$ cat src/rtl/uart_pkg.sv
// uart_pkg: shared state type and default timing constants for uart_tx.
// Defining UART_TX_PARITY_EN adds the PARITY state (even parity bit).
package uart_pkg;

  localparam int unsigned DEF_CLOCK_FREQ = 50_000_000;
  localparam int unsigned DEF_BAUD       = 115_200;
  localparam int unsigned DEF_STOP_BITS  = 2;
  localparam int unsigned CNT_W          = 20;

`ifdef UART_TX_PARITY_EN
  typedef enum logic [2:0] {
    IDLE,
    START,
    DATA,
    PARITY,
    STOP
  } tx_state_t;
`else
  typedef enum logic [2:0] {
    IDLE,
    START,
    DATA,
    STOP
  } tx_state_t;
`endif

  function automatic logic even_par(input logic [7:0] d);
    return ^d;
  endfunction

endpackage

$ cat src/rtl/uart_baud_gen.sv
// uart_baud_gen: bit-period counter for the UART transmitter.
// bit_tick marks the last cycle of each bit; restart holds the count at 0.
module uart_baud_gen
  import uart_pkg::*;
#(
  parameter int unsigned CLKS_PER_BIT = DEF_CLOCK_FREQ / DEF_BAUD
) (
  input  logic clk,
  input  logic rst,
  input  logic restart,
  output logic bit_tick
);

  localparam logic [CNT_W-1:0] LAST = CNT_W'(CLKS_PER_BIT - 1);

  logic [CNT_W-1:0] cnt;

  assign bit_tick = (cnt == LAST) && !restart;

  // count cycles within a bit, wrapping at the bit boundary
  always_ff @(posedge clk or posedge rst) begin
    if (rst) begin
      cnt <= '0;
    end else if (restart || bit_tick) begin
      cnt <= '0;
    end else begin
      cnt <= cnt + 1'b1;
    end
  end

endmodule

$ cat src/rtl/uart_tx.sv
// uart_tx: 8-bit UART transmitter, LSB first, 1 or 2 stop bits.
// UART_TX_PARITY_EN inserts an even parity bit after data bit 7.
module uart_tx
  import uart_pkg::*;
#(
  parameter int unsigned CLOCK_FREQ = DEF_CLOCK_FREQ,
  parameter int unsigned BAUD       = DEF_BAUD,
  parameter int unsigned STOP_BITS  = DEF_STOP_BITS
) (
  input  logic       clk,
  input  logic       rst,
  input  logic [7:0] tx_data,
  input  logic       tx_valid,
  output logic       tx_ready,
  output logic       txd,
  output logic       busy,
  output logic       done
);

  localparam int unsigned CLKS_PER_BIT = CLOCK_FREQ / BAUD;

  tx_state_t  state;
  logic [7:0] shreg;
  logic [2:0] bit_idx;
  logic       stop_cnt;
  logic       bit_tick;
  logic       line;
  logic       last_stop;
`ifdef UART_TX_PARITY_EN
  logic       par;
`endif

  assign tx_ready  = (state == IDLE);
  assign busy      = (state != IDLE);
  assign last_stop = (STOP_BITS < 2) || stop_cnt;

  uart_baud_gen #(
    .CLKS_PER_BIT(CLKS_PER_BIT)
  ) u_baud (
    .clk     (clk),
    .rst     (rst),
    .restart (tx_ready),
    .bit_tick(bit_tick)
  );

  // line level implied by the current state
  always_comb begin
    line = 1'b1;
    unique case (state)
      START:   line = 1'b0;
      DATA:    line = shreg[0];
`ifdef UART_TX_PARITY_EN
      PARITY:  line = par;
`endif
      default: line = 1'b1;
    endcase
  end

  // frame sequencer with registered txd and done
  always_ff @(posedge clk or posedge rst) begin
    if (rst) begin
      state    <= IDLE;
      shreg    <= '0;
      bit_idx  <= '0;
      stop_cnt <= 1'b0;
      txd      <= 1'b1;
      done     <= 1'b0;
`ifdef UART_TX_PARITY_EN
      par      <= 1'b0;
`endif
    end else begin
      txd  <= line;
      done <= 1'b0;
      unique case (state)
        IDLE: begin
          if (tx_valid) begin
            shreg    <= tx_data;
            bit_idx  <= '0;
            stop_cnt <= 1'b0;
`ifdef UART_TX_PARITY_EN
            par      <= even_par(tx_data);
`endif
            state    <= START;
          end
        end
        START: begin
          if (bit_tick) state <= DATA;
        end
        DATA: begin
          if (bit_tick) begin
            shreg   <= {1'b0, shreg[7:1]};
            bit_idx <= bit_idx + 1'b1;
            if (bit_idx == 3'd7) begin
`ifdef UART_TX_PARITY_EN
              state <= PARITY;
`else
              state <= STOP;
`endif
            end
          end
        end
`ifdef UART_TX_PARITY_EN
        PARITY: begin
          if (bit_tick) state <= STOP;
        end
`endif
        STOP: begin
          if (bit_tick) begin
            if (last_stop) begin
              state <= IDLE;
              done  <= 1'b1;
            end else begin
              stop_cnt <= 1'b1;
            end
          end
        end
        default: state <= IDLE;
      endcase
    end
  end

endmodule

$ cat config.mk
export PLATFORM = sky130hd
export DESIGN_NAME = uart_tx
export DESIGN_NICKNAME = d
export VERILOG_FILES = /design/src/rtl/uart_pkg.sv /design/src/rtl/uart_baud_gen.sv /design/src/rtl/uart_tx.sv
export SDC_FILE = /design/constraint.sdc
export NUM_CORES = 1
export LEC_CHECK = 0
export ABC_AREA = 1
export BUFFER_PORTS_ARGS = -buffer_cell sky130_fd_sc_hd__buf_4
export CORE_MARGIN = 2
export CORE_UTILIZATION = 50
export CTS_BUF_LIST = sky130_fd_sc_hd__clkbuf_8
export DETAILED_ROUTE_END_ITERATION = 10
export GPL_TIMING_DRIVEN = 0
export MAX_ROUTING_LAYER = met4
export PLACE_DENSITY_LB_ADDON = 0.2
export SLEW_MARGIN = 20
export SYNTH_ARGS = -nofsm -noshare
export SYNTH_HDL_FRONTEND = slang
export SYNTH_SLANG_ARGS = --single-unit
$ cat constraint.sdc
create_clock -name clk -period 1.7 [get_ports clk]
set_clock_uncertainty 0.15 [all_clocks]
set_input_delay 0.255 -clock clk [delete_from_list [all_inputs] [get_ports clk]]
set_output_delay 0.255 -clock clk [all_outputs]
set_load 0.02 [all_outputs]
==> results.md, run 1 <==
- The run finished with clean final reports.
- The share of final-layout standard cells stronger than drive strength 1 is 26.6%.
- For this run, the detailed router's first-pass iteration total came to 4.
- The classification of the worst-slack hold path is in -> reg.
- For flop-to-flop paths, the worst setup slack is 0.07 ns.
- The count of buffers added on input and output ports is 14.
- The count of final hold-check violations is 0.
- The cell sitting at the root of the clock tree is a clkbuf_8.
- The number of cells on the worst reg-to-reg path is 6.
- The via density per instance is 5.14.
- The total overflow left after global routing is 0.
- The TritonCTS buffer count is 5.
- Final hold analysis gives a worst-case slack of 0.136 ns.
- The most used flip-flop cell after synthesis is dfrtp_1.
- The HPWL after detailed placement is 3000 microns.
- The detailed-route wire length per cell is 12.7 microns.
- 0 antenna diodes ended up in the layout.
- For the pin with the worst max-slew slack, the measured transition is 0.756 ns.
- The initial antenna violation count is 0.
- For the finished layout, the period the worst path requires is 1.63 ns.
- The first routing iteration left 163 violations.
- The worst setup path is captured at a flip-flop.
- The maximum achievable frequency is 0.613 GHz.
- Entering global routing, the biggest net connects 37 pins.
- The number of global-route vias before repair was 1625.
- The floorplan has 23 rows.
- Summing every instance area after synthesis gives 0.00201 sq mm.
- The commonest cells after synthesis are 81 x nand2_1, 45 x nor2_1, 35 x dfrtp_1.
- The most common cell in the synthesized netlist is nand2_1.
- Setup violations remaining at the end of the flow were counted as 0.
- The top-level I/O count is 15.
- In this run the worst path has a maximum fanout of 3.
- The signal arrival time at the worst endpoint is 1.66 ns.
- The count of nets left with antenna violations once routing finished came out at 0.
- Counting every net in the synthesized netlist gives 281.
- The portion of the post-synthesis area used by sequential elements is 44.9%.
- In the synthesized netlist the async set-or-reset flop fraction comes to 100%.
- The die boundary height is 67.4 microns.
- The clock latency reported for the late side of the worst-skew pair is 0.29 ns.
- In this run the power density over the cells is 1270 mW/mm^2.
- The total area inside the core boundary comes to 0.00394 sq mm.
- Data on the critical path is required at its endpoint by 1.73 ns.
- The area added between synthesis and finish is 25.5%.
- The netlist uses 30 different library cells.
- The total via count in the routed design is 1782.
- For this configuration, the core starts out at a cell density of 51.0%.
- The worst-case headroom to the max-slew limit is 49.5%.
- The final total negative setup slack is 0 ns.
- Of the available clock period, the critical path in the final layout requires 95.9%.
- At the end of the flow, the number of nets in the layout was 315.
- The synthesized design spends more area on one cell type than any other, namely dfrtp_1.
- The number of warnings reported in the yosys synthesis log is 0.
- The gate count after technology mapping is 262.
- The number of max-slew violations in the final report came to 0.
- The routed design has 4410 microns of wire.
- The H-tree was split into 2 levels.
- The tool flagged a number of max-cap violations equal to 0.
- The filler cells instantiated in the layout total 339.
- The path type of the worst setup path is reg -> reg.
- For this run, design rule violations remaining after detail routing come to 0.
- The worst IR drop on VDD is 1.40 mV.
- Setup repair after global routing could not meet its margin everywhere.
- In this run, synthesis inferred 0 flip-flops with an integrated enable.
- The first global-routing pass estimated 7430 microns of wire.
- The floorplan step defined a die boundary enclosing 0.00454 sq mm.
- STA classifies the critical path startpoint as a flip-flop.
- The analysis attributes to cell leakage a power of 1.17 nW.
- After synthesis the netlist holds a flip-flop and latch count of 36.
- The mean instance size in the synthesized netlist is 7.67 sq um.
- Tracing the worst setup path back leads to its startpoint at state[0].
- The CTS tree is built.
- Ranked by total cell area, the synthesized netlist is headed by dfrtp_1 44%, nand2_1 15%, nor2_1 8.4%.
- The floorplan step set the die width to 67.4 microns.
- The startpoint identified for the worst register-to-register timing path is state[0].
- Counting every sink on the clock net gives 36.
- The maximum clock insertion buffer count is 2.
- At the end of routability-driven placement, the weighted congestion stood at 0.902.
- The total global-route track usage is 22.6%.
- The clock-pin slew reported for the worst setup and hold paths after clock tree synthesis is 0.07 ns.
- The share of synthesized area in the top cell type comes to 43.6%.
- The endpoint of the lowest-slack register-to-register path is state[1].
- The termination of the worst setup path is state[1].
[layer usage]
layer / GRT usage [%] / vias up / routed length (microns)
met3: 5.17 / 14 / 134
met2: 37.6 / 35 / 2290
met5: - / - / 0
li1: - / 889 / -
met1: 26.0 / 844 / 1830
met4: 10.5 / 0 / 153
[stage by stage]
step / setup WS (ns) / total power, mW / util [%] / cells / cell area (sq um)
floorplan: 0.0000463 / 1.96 / - / 262 / 2020
CTS: -0.0429 / 3.05 / 60.1 / 340 / 2370
global route: -0.0278 / 3.46 / 64.0 / 347 / 2520
finish: 0.0700 / 3.21 / 64.0 / 347 / 2520
detailed placement: -0.229 / 2.26 / 55.4 / 326 / 2190
global placement: -0.201 / 2.25 / 55.4 / 326 / 2190
[worst min-delay path by stage]
stage	startpoint	endpoint	slack [ns]	depth (start not counted)
4_1_cts	tx_data[3]	shreg[3]	0.14	5
2_1_floorplan	rst	bit_idx[0]	0.27	1
6_report	tx_data[1]	shreg[1]	0.14	5
3_5_place_dp	rst	u_baud.cnt[8]	0.29	2
3_3_place_gp	shreg[5]	shreg[5]	0.30	2
5_1_grt	tx_data[1]	shreg[1]	0.16	5
[kinds of logic after synthesis]
| kind of cell | synth area share (%) |
|---|---|
| XOR/XNOR | 4.36 |
| buffers and inverters | 6.04 |
| AO/OA/AOI/OAI | 2.36 |
| AND/OR/NAND/NOR | 37.4 |
| flip-flops | 44.9 |
| adder cells (fa/ha/maj) | 4.98 |
[report_power, final]
group	switching [mW]	internal (mW)
Sequential	0.120	1.03
Combinational	0.837	0.587
Clock	0.310	0.323
[cell type report]
class	count	area (sq um)	share of cell area [%]
multi-input combinational	197	1120	44.4
sequential	36	907	35.9
timing repair buffer	27	205	8.13
inverter	25	101	4.02
clock buffer	6	82.6	3.27
tap	50	62.6	2.48
buffer	4	33.8	1.34
clock inverter	2	10.0	0.397
[cell usage in the layout (no fill, tap or decap), types with 2 or more instances in the layout]
cell	Yosys	routed
nand2_4	1	3
nor3_2	1	2
xor2_1	6	6
clkbuf_8	0	6
nor2_1	45	38
nand4_1	4	4
nand3_1	20	16
nand3_2	0	3
nand2_1	81	78
buf_6	1	2
buf_4	1	27
nor2_4	1	5
ha_1	8	4
nand2_2	5	6
nor3_1	8	7
nor2_2	0	3
clkinv_2	0	2
a21oi_1	2	2
inv_2	2	7
dfrtp_2	0	4
xnor2_1	4	4
dfrtp_1	35	31
ha_4	0	3
o21ai_0	2	2
nor3b_1	3	3
inv_1	22	17
[worst max-delay path, cell delays in order, from the launching register on]
cell and delay, ns:
dfrtp_1 0.40, buf_4 0.15, ha_1 0.23, a221oi_2 0.37
nand2_1 0.12, nand2_1 0.07, nand2_1 0.04
[flip-flops by register name, indices dropped and copies added, names as in the netlist]
| signal | cells |
|---|---|
| shreg | 8 |
| bit_idx | 3 |
| last_stop | 1 |
| done | 1 |
| state | 2 |
| u_baud.cnt | 20 |
| txd | 1 |
[repair_timing]
| action | CTS | global route |
|---|---|---|
| resized for setup | 10 | 30 |
| hold endpoints to repair | 35 | 0 |
| pin swaps | 3 | 7 |
| setup endpoints to repair | 24 | 33 |
| setup buffers | 5 | 7 |
| gates cloned | 0 | 0 |
| hold buffers | 1 | 0 |
Note: power is estimated with default switching activity, not from simulation.
==> inputs of run 2 (changes only) <==
--- a/config.mk
+++ b/config.mk
@@ -14,6 +14,7 @@
 export GPL_TIMING_DRIVEN = 0
 export MAX_ROUTING_LAYER = met4
 export PLACE_DENSITY_LB_ADDON = 0.2
+export REMOVE_ABC_BUFFERS = 1
 export SLEW_MARGIN = 20
 export SYNTH_ARGS = -nofsm -noshare
 export SYNTH_HDL_FRONTEND = slang
==> results.md, run 2 (synthesis results as in run 1) <==
- The run finished with clean final reports.
- The final worst slack is 0.0410 ns (-0.0290 ns).
- Setup repair after global routing could not meet its margin everywhere.
- The count of input and output buffers was 14 (unchanged).
- The slack of the worst reg-to-reg path is 0.04 ns (-0.03 ns).
- CTS placed an instance of clkbuf_8 at the clock tree root.
- The die outline width is 67.4 microns (unchanged).
- The setup path with the least slack is of type reg -> reg.
- The critical path data required time was 1.74 ns (about the same).
- The footprint of the multi-input gates came to 0.00117 sq mm (+4.5%).
- The delay contributed by the slowest stage of the critical path is 0.44 ns (+0.04 ns).
- The switching share of power came to 41.1% (+1.6 points).
- The total via count in the routed design is 1752 (-1.7%).
- The ratio of final minimum period to clock period is 97.6% (+1.7 points).
- The power density over the cells is 1320 mW/mm^2 (+3.5%).
- The standard cell with the maximum stage delay on the critical path is dfrtp_2.
- The area of the die is 0.00454 sq mm (unchanged).
- The sort of element at the start of the critical path is a flip-flop.
- The maximum clock insertion buffer count is 2 (unchanged).
- The fill cell instance count of the final layout is 342 (+0.88%).
- The top-level I/O count was 15 (unchanged).
- The total power draw came to 3.36 mW (+4.6%).
- The library cell used most frequently in the layout, excluding fill and tap cells, is nand2_1.
- The clock-pin slew reported for the worst setup and hold paths after clock tree synthesis came to 0.07 ns (about the same).
- The count of final hold-check violations is 0 (unchanged).
- The share of final-layout standard cells stronger than drive strength 1 came to 26.2% (-0.41 points).
- The number of global-route vias before repair is 1463 (-10%).
- In the final layout, the registers with the most flip-flops are u_baud.cnt: 20 flops, shreg: 8 flops, bit_idx: 3 flops.
- The transition at the pin with the smallest max-transition slack was 0.758 ns (+0.00174 ns).
- The worst IR drop on VDD was 0.794 mV (-43%).
- The total clock sinks was 36 (unchanged).
- The first-pass GRT wire length came to 6840 microns (-7.9%).
- The total global-route track usage was 21.3% (-1.4 points).
- The area growth from synthesis to layout is 26.8%.
- The CTS tree is built.
- The via density per instance is 5.09 (-0.83%).
- The row count came to 23 (unchanged).
- The total detailed-routing wirelength is 4480 microns (+1.7%).
- The TritonCTS buffer count is 5 (unchanged).
- The kind of cell with the highest combined delay along the critical path is simple AND/OR/NAND/NOR gates.
- The register share of total power is 34.5% (-1.4 points).
- The signal arrival time at the worst endpoint is 1.70 ns (+0.04 ns).
- The core footprint is 0.00394 sq mm (unchanged).
- The largest fanout on the critical path is 4 (+1).
- Counting flops per register, the top entry is u_baud.cnt.
- The last weighted congestion value of the routability-driven placer is 0.898 (-0.43%).
- Walking the worst path, the cells encountered are inv_2 -> ha_4 -> nand3_4 -> nor2_4 -> nand4_4 -> nand2_1 -> nand2_1 -> nand2_1 -> nand2_1.
- The die boundary height came to 67.4 microns (unchanged).
- The violation count after the first detailed-routing iteration is 105 (-36%).
- The detailed-route wire length per cell is 13.0 microns (+2.6%).
- The maximum achievable frequency is 0.603 GHz (-1.7%).
- The number of nets in the finished design is 312 (-0.95%).
- The final HPWL from detailed placement is 2820 microns (-6.0%).
- The net switching power figure came to 1.38 mW (+9.0%).
- The internal power contribution is 1.98 mW (+1.7%).
- The initial antenna violation count is 0 (unchanged).
- The level count of the clock H-tree is 2 (unchanged).
- The clock latency reported for the late side of the worst-skew pair is 0.29 ns (about the same).
- The number of max-slew violations in the final report came to 0 (unchanged).
- The max-cap violation count is 0 (unchanged).
- The remaining design rule violation count is 0 (unchanged).
- In the layout the commonest cells are 77 x nand2_1, 41 x nor2_1, 32 x dfrtp_1.
- The post-placement worst setup slack is -0.396 ns (-0.166 ns).
- The most prevalent standard cell on the critical path is nand2_1.
- The starting utilization of the core area was 51.0% (unchanged).
- STA classifies the critical path endpoint as a flip-flop.
- The remaining global-route overflow is 0 (unchanged).
- The fraction of power consumed by the clock network came to 18.9% (-0.8 points).
- The classification of the worst-slack hold path is in -> reg.
- The maximum number of pins on one net before global-route repair is 37 (unchanged).
- The worst-case headroom to the max-slew limit came to 49.4% (-0.12 points).
- The number of nets with antenna violations after routing is 0 (unchanged).
- The final setup violation count is 0 (unchanged).
- The antenna diode count was 0 (unchanged).
- The share of total power in combinational logic is 46.7% (+2.3 points).
- The time the worst path needs with I/O delays and setup was 1.66 ns (+0.0290 ns).
- The number of iterations in the first detailed-routing pass is 4 (unchanged).
- The count of buffer and inverter cells on the critical path is 1 (unchanged).
- The leakage power is 1.17 nW (+0.27%).
- The number of flip-flops under the largest register name came to 20 (unchanged).
- The sequential cell area is 906 sq um (-0.14%).
-- run 2: cell count changes in the layout (fill, tap and decap cells not counted), sizes merged --
cell    delta
clkbuf     -1
nand2      +2
buf        -4
-- run 2: worst paths after layout --
path / cells past startpoint / startpoint / end
min reg2reg: 2 / bit_idx[1] / bit_idx[1]
min: 5 / tx_data[1] / shreg[1]
max in group asynchronous: 3 / rst / u_baud.cnt[1]
max: 9 / u_baud.cnt[1] / state[0]
max reg2reg: 9 / u_baud.cnt[1] / state[0]
min in group asynchronous: 3 / rst / u_baud.cnt[6]
-- run 2: metal layers --
| layer | part of all wire, % | track usage, % |
|---|---|---|
| met5 | 0 | - |
| met4 | 1.5 | 8.42 |
| met3 | 3.5 | 6.00 |
| met2 | 46 | 29.7 |
| met1 | 49 | 29.1 |
-- run 2: timing repair --
| item | 4_1_cts | 5_1_grt |
|---|---|---|
| gates cloned | 0 | 2 |
| pin swaps | 1 | 13 |
| hold buffers | 1 | 0 |
| setup endpoints to repair | 33 | 35 |
| gates resized for setup | 17 | 28 |
| endpoints found under the hold margin | 35 | 0 |
| setup buffers | 4 | 7 |
-- run 2: tightest hold or removal path: stages --
cell     delay, ns
buf_4         0.07
nand2_1       0.04
nand2_1       0.05
nand3_1       0.07
nand2_1       0.05
-- run 2: area by class of cell --
cell class / count / share of cell area, %
clock buffer: 6 / 3.24
inverter: 25 / 4.07
timing repair buffer: 26 / 8.39
sequential: 36 / 35.5
tap: 50 / 2.45
clock inverter: 2 / 0.393
multi-input combinational: 199 / 45.9
-- run 2: stage by stage --
step / cell area [sq um] / util, % / hold slack (ns) / cells / TNS [ns]
after CTS: 2370 / 60.0 / 0.125 / 335 / 0
after detailed placement: 2150 / 54.6 / 0.298 / 322 / -6.86
after global placement: 2150 / 54.6 / 0.304 / 322 / -8.20
after floorplan: 1980 / - / 0.271 / 258 / -4.58
after global routing: 2550 / 64.7 / 0.148 / 344 / -0.403
final: 2550 / 64.7 / 0.124 / 344 / 0
-- run 2: power by group through the flow --
stage / clock (mW) / sequential, mW / combinational (mW)
2_1_floorplan: 0 / 1.14 / 0.737
3_3_place_gp: 0 / 1.15 / 1.01
3_5_place_dp: 0 / 1.15 / 1.01
4_1_cts: 0.652 / 1.14 / 1.23
5_1_grt: 0.684 / 1.18 / 1.71
6_report: 0.634 / 1.16 / 1.57
==> inputs of run 3 (changes only) <==
--- a/config.mk
+++ b/config.mk
@@ -8,7 +8,7 @@
 export ABC_AREA = 1
 export BUFFER_PORTS_ARGS = -buffer_cell sky130_fd_sc_hd__buf_4
 export CORE_MARGIN = 2
-export CORE_UTILIZATION = 50
+export CORE_UTILIZATION = 42
 export CTS_BUF_LIST = sky130_fd_sc_hd__clkbuf_8
 export DETAILED_ROUTE_END_ITERATION = 10
 export GPL_TIMING_DRIVEN = 0
==> constraint.sdc (replaced) <==
create_clock -name clk -period 1.7 [get_ports clk]
set_clock_uncertainty 0.15 [all_clocks]
set_input_delay 0.085 -clock clk [delete_from_list [all_inputs] [get_ports clk]]
set_output_delay 0.085 -clock clk [all_outputs]
set_load 0.02 [all_outputs]
==> results.md, run 3 (synthesis results as in run 1) <==
- The classification of the worst-slack hold path is in -> reg.
- The via density per instance is 4.93 (-3.3%).
- The worst setup path is of the reg -> reg kind.
- The core footprint is 0.00466 sq mm (+18%).
- The worst setup path startpoint is state[1].
- The TritonCTS buffer count is 5 (unchanged).
- The area growth from synthesis to layout is 32.9%.
- The clock-pin slew reported for the worst setup and hold paths after clock tree synthesis is 0.07 ns (about the same).
- The clock latency reported for the late side of the worst-skew pair is 0.30 ns (about the same).
- The transition at the pin with the smallest max-transition slack is 0.384 ns (-0.374 ns).
- The largest registers in the layout are u_baud.cnt: 20 flops, shreg: 8 flops, bit_idx: 3 flops.
- The row count is 25 (+8.7%).
- The final HPWL from detailed placement is 2940 microns (+4.5%).
- The detailed-route wire length per cell came to 13.2 microns (+1.2%).
- The critical path data required time came to 1.74 ns (about the same).
- The worst IR drop on VDD was 0.856 mV (+7.8%).
- The number of nets in the finished design is 321 (+2.9%).
- The clock root buffer is clkbuf_8.
- The level count of the clock H-tree is 2 (unchanged).
- The number of global-route vias before repair is 1542 (+5.4%).
- The maximum achievable frequency came to 0.604 GHz (+0.26%).
- The endpoint of the lowest-slack register-to-register path is state[0].
- The total detailed-routing wirelength was 4710 microns (+5.0%).
- The starting utilization of the core area is 43.1% (-7.9 points).
- The total via count in the routed design is 1759 (+0.40%).
- The violation count after the first detailed-routing iteration came to 111 (+5.7%).
- The sequential cell area was 906 sq um (unchanged).
- The count of final hold-check violations came to 0 (unchanged).
- STA classifies the critical path endpoint as a flip-flop.
- The worst-case headroom to the max-slew limit is 74.2% (+25 points).
- The die outline width is 73.2 microns (+8.6%).
- The area of the die was 0.00536 sq mm (+18%).
- The post-placement cell area is 0.00218 sq mm (+1.2%).
- The maximum number of pins on one net before global-route repair is 26 (-30%).
- The max-cap violation count was 0 (unchanged).
- The fill cell instance count of the final layout came to 423 (+24%).
- The total non-filler cell area in the finished layout was 0.00267 sq mm (+4.8%).
- The number of flip-flops under the largest register name is 20 (unchanged).
- The startpoint of the worst register-to-register path is state[1].
- Counting flops per register, the top entry is u_baud.cnt.
- Leaving out fill and tap cells, the most frequent cells in the layout are 72 x nand2_1, 40 x nor2_1, 32 x dfrtp_1.
- The sort of element at the start of the critical path is a flip-flop.
- The remaining design rule violation count is 0 (unchanged).
- The ratio of final minimum period to clock period is 97.3% (-0.25 points).
- The first-pass GRT wire length is 7370 microns (+7.7%).
- The antenna diode count is 0 (unchanged).
- The count of cells along the worst register-to-register path was 6 (-3).
- The number of iterations in the first detailed-routing pass is 4 (unchanged).
- The footprint of the multi-input gates is 0.00116 sq mm (-0.64%).
- The number of max-slew violations in the final report is 0 (unchanged).
- The maximum clock insertion buffer count came to 2 (unchanged).
- The slack of the worst reg-to-reg path is 0.05 ns (about the same).
- The die boundary height is 73.2 microns (+8.6%).
- The power density over the cells is 1310 mW/mm^2 (-0.16%).
- The last weighted congestion value of the routability-driven placer is 0.858 (-4.5%).
- The count of input and output buffers was 14 (unchanged).
- In this run the worst setup path terminates at state[0].
- The flow ran to the end, and the final reports show no timing, DRC or antenna violations.
- The top-level I/O count was 15 (unchanged).
- The signal arrival time at the worst endpoint came to 1.70 ns (about the same).
- The final total negative setup slack was 0 ns (unchanged).
- The total clock sinks is 36 (unchanged).
- TritonCTS built the clock tree.
- The leakage power was 1.22 nW (+4.4%).
- Setup repair after global routing could not meet its margin everywhere.
- The number of nets with antenna violations after routing is 0 (unchanged).
- The time the worst path needs with I/O delays and setup is 1.65 ns (-0.00433 ns).
- The largest fanout on the critical path came to 3 (-1).
- Leaving out fill and tap cells, the most frequent cell in the layout is nand2_1.
- The total global-route track usage was 18.8% (-2.5 points).
- The remaining global-route overflow is 0 (unchanged).
- The initial antenna violation count came to 0 (unchanged).
- The final setup violation count is 0 (unchanged).
- The share of final-layout standard cells stronger than drive strength 1 is 25.7% (-0.45 points).
==> run 3: through the flow <==
stage	total power [mW]	worst slack [ns]	hold slack [ns]	util (%)	cells
5_1_grt	3.75	-0.0566	0.108	57.3	357
6_report	3.51	0.0453	0.0521	57.3	357
4_1_cts	3.26	0.00202	0.0130	53.6	348
3_3_place_gp	2.16	-0.398	0.263	46.3	326
3_5_place_dp	2.18	-0.431	-0.0980	46.7	327
2_1_floorplan	1.88	-0.202	0.101	-	258
==> run 3: what timing repair did <==
item,CTS,global route
hold buffers,9,0
pin swaps,3,9
hold endpoints to repair,44,0
endpoints found under the setup margin,34,35
gates cloned,1,1
gates resized for setup,18,28
setup buffers,3,8
==> run 3: worst min path at each step <==
stage	depth (start not counted)	end	slack [ns]	start
final	4	last_stop	0.05	tx_valid
after global routing	4	last_stop	0.11	tx_valid
after CTS	4	last_stop	0.01	tx_valid
after detailed placement	2	shreg[4]	-0.1	rst
after global placement	5	shreg[5]	0.26	tx_data[5]
after floorplan	1	bit_idx[0]	0.10	rst
==> run 3: per-layer routing <==
metal  part of all wire [%]  up-vias  global-route usage (%)
met1                     48      826                    26.6
met2                     48       15                    26.4
met3                    3.1        9                    3.31
met4                    1.8        0                    8.02
met5                      0        -                       -
li1                       -      909                       -
==> run 3: area by class of cell <==
cell class	count	share of cell area, %
multi-input combinational	199	43.5
sequential	36	33.9
timing repair buffer	35	11.4
inverter	25	3.89
clock buffer	7	3.60
tap	54	2.53
clock inverter	1	1.12
==> run 3: worst max-delay path, cell delays in order, from the launching register on <==
cell      delay, ns
dfrtp_1        0.44
buf_4          0.17
ha_1           0.24
a221oi_4       0.33
nand2_1        0.11
nand2_1        0.07
nand2_1        0.04
==> run 3: where the power goes <==
part / leakage (nW) / internal, mW / switching [mW]
Sequential: 0.477 / 1.03 / 0.138
Combinational: 0.679 / 0.598 / 0.909
Clock: 0.0645 / 0.517 / 0.320
Total: 1.22 / 2.14 / 1.37
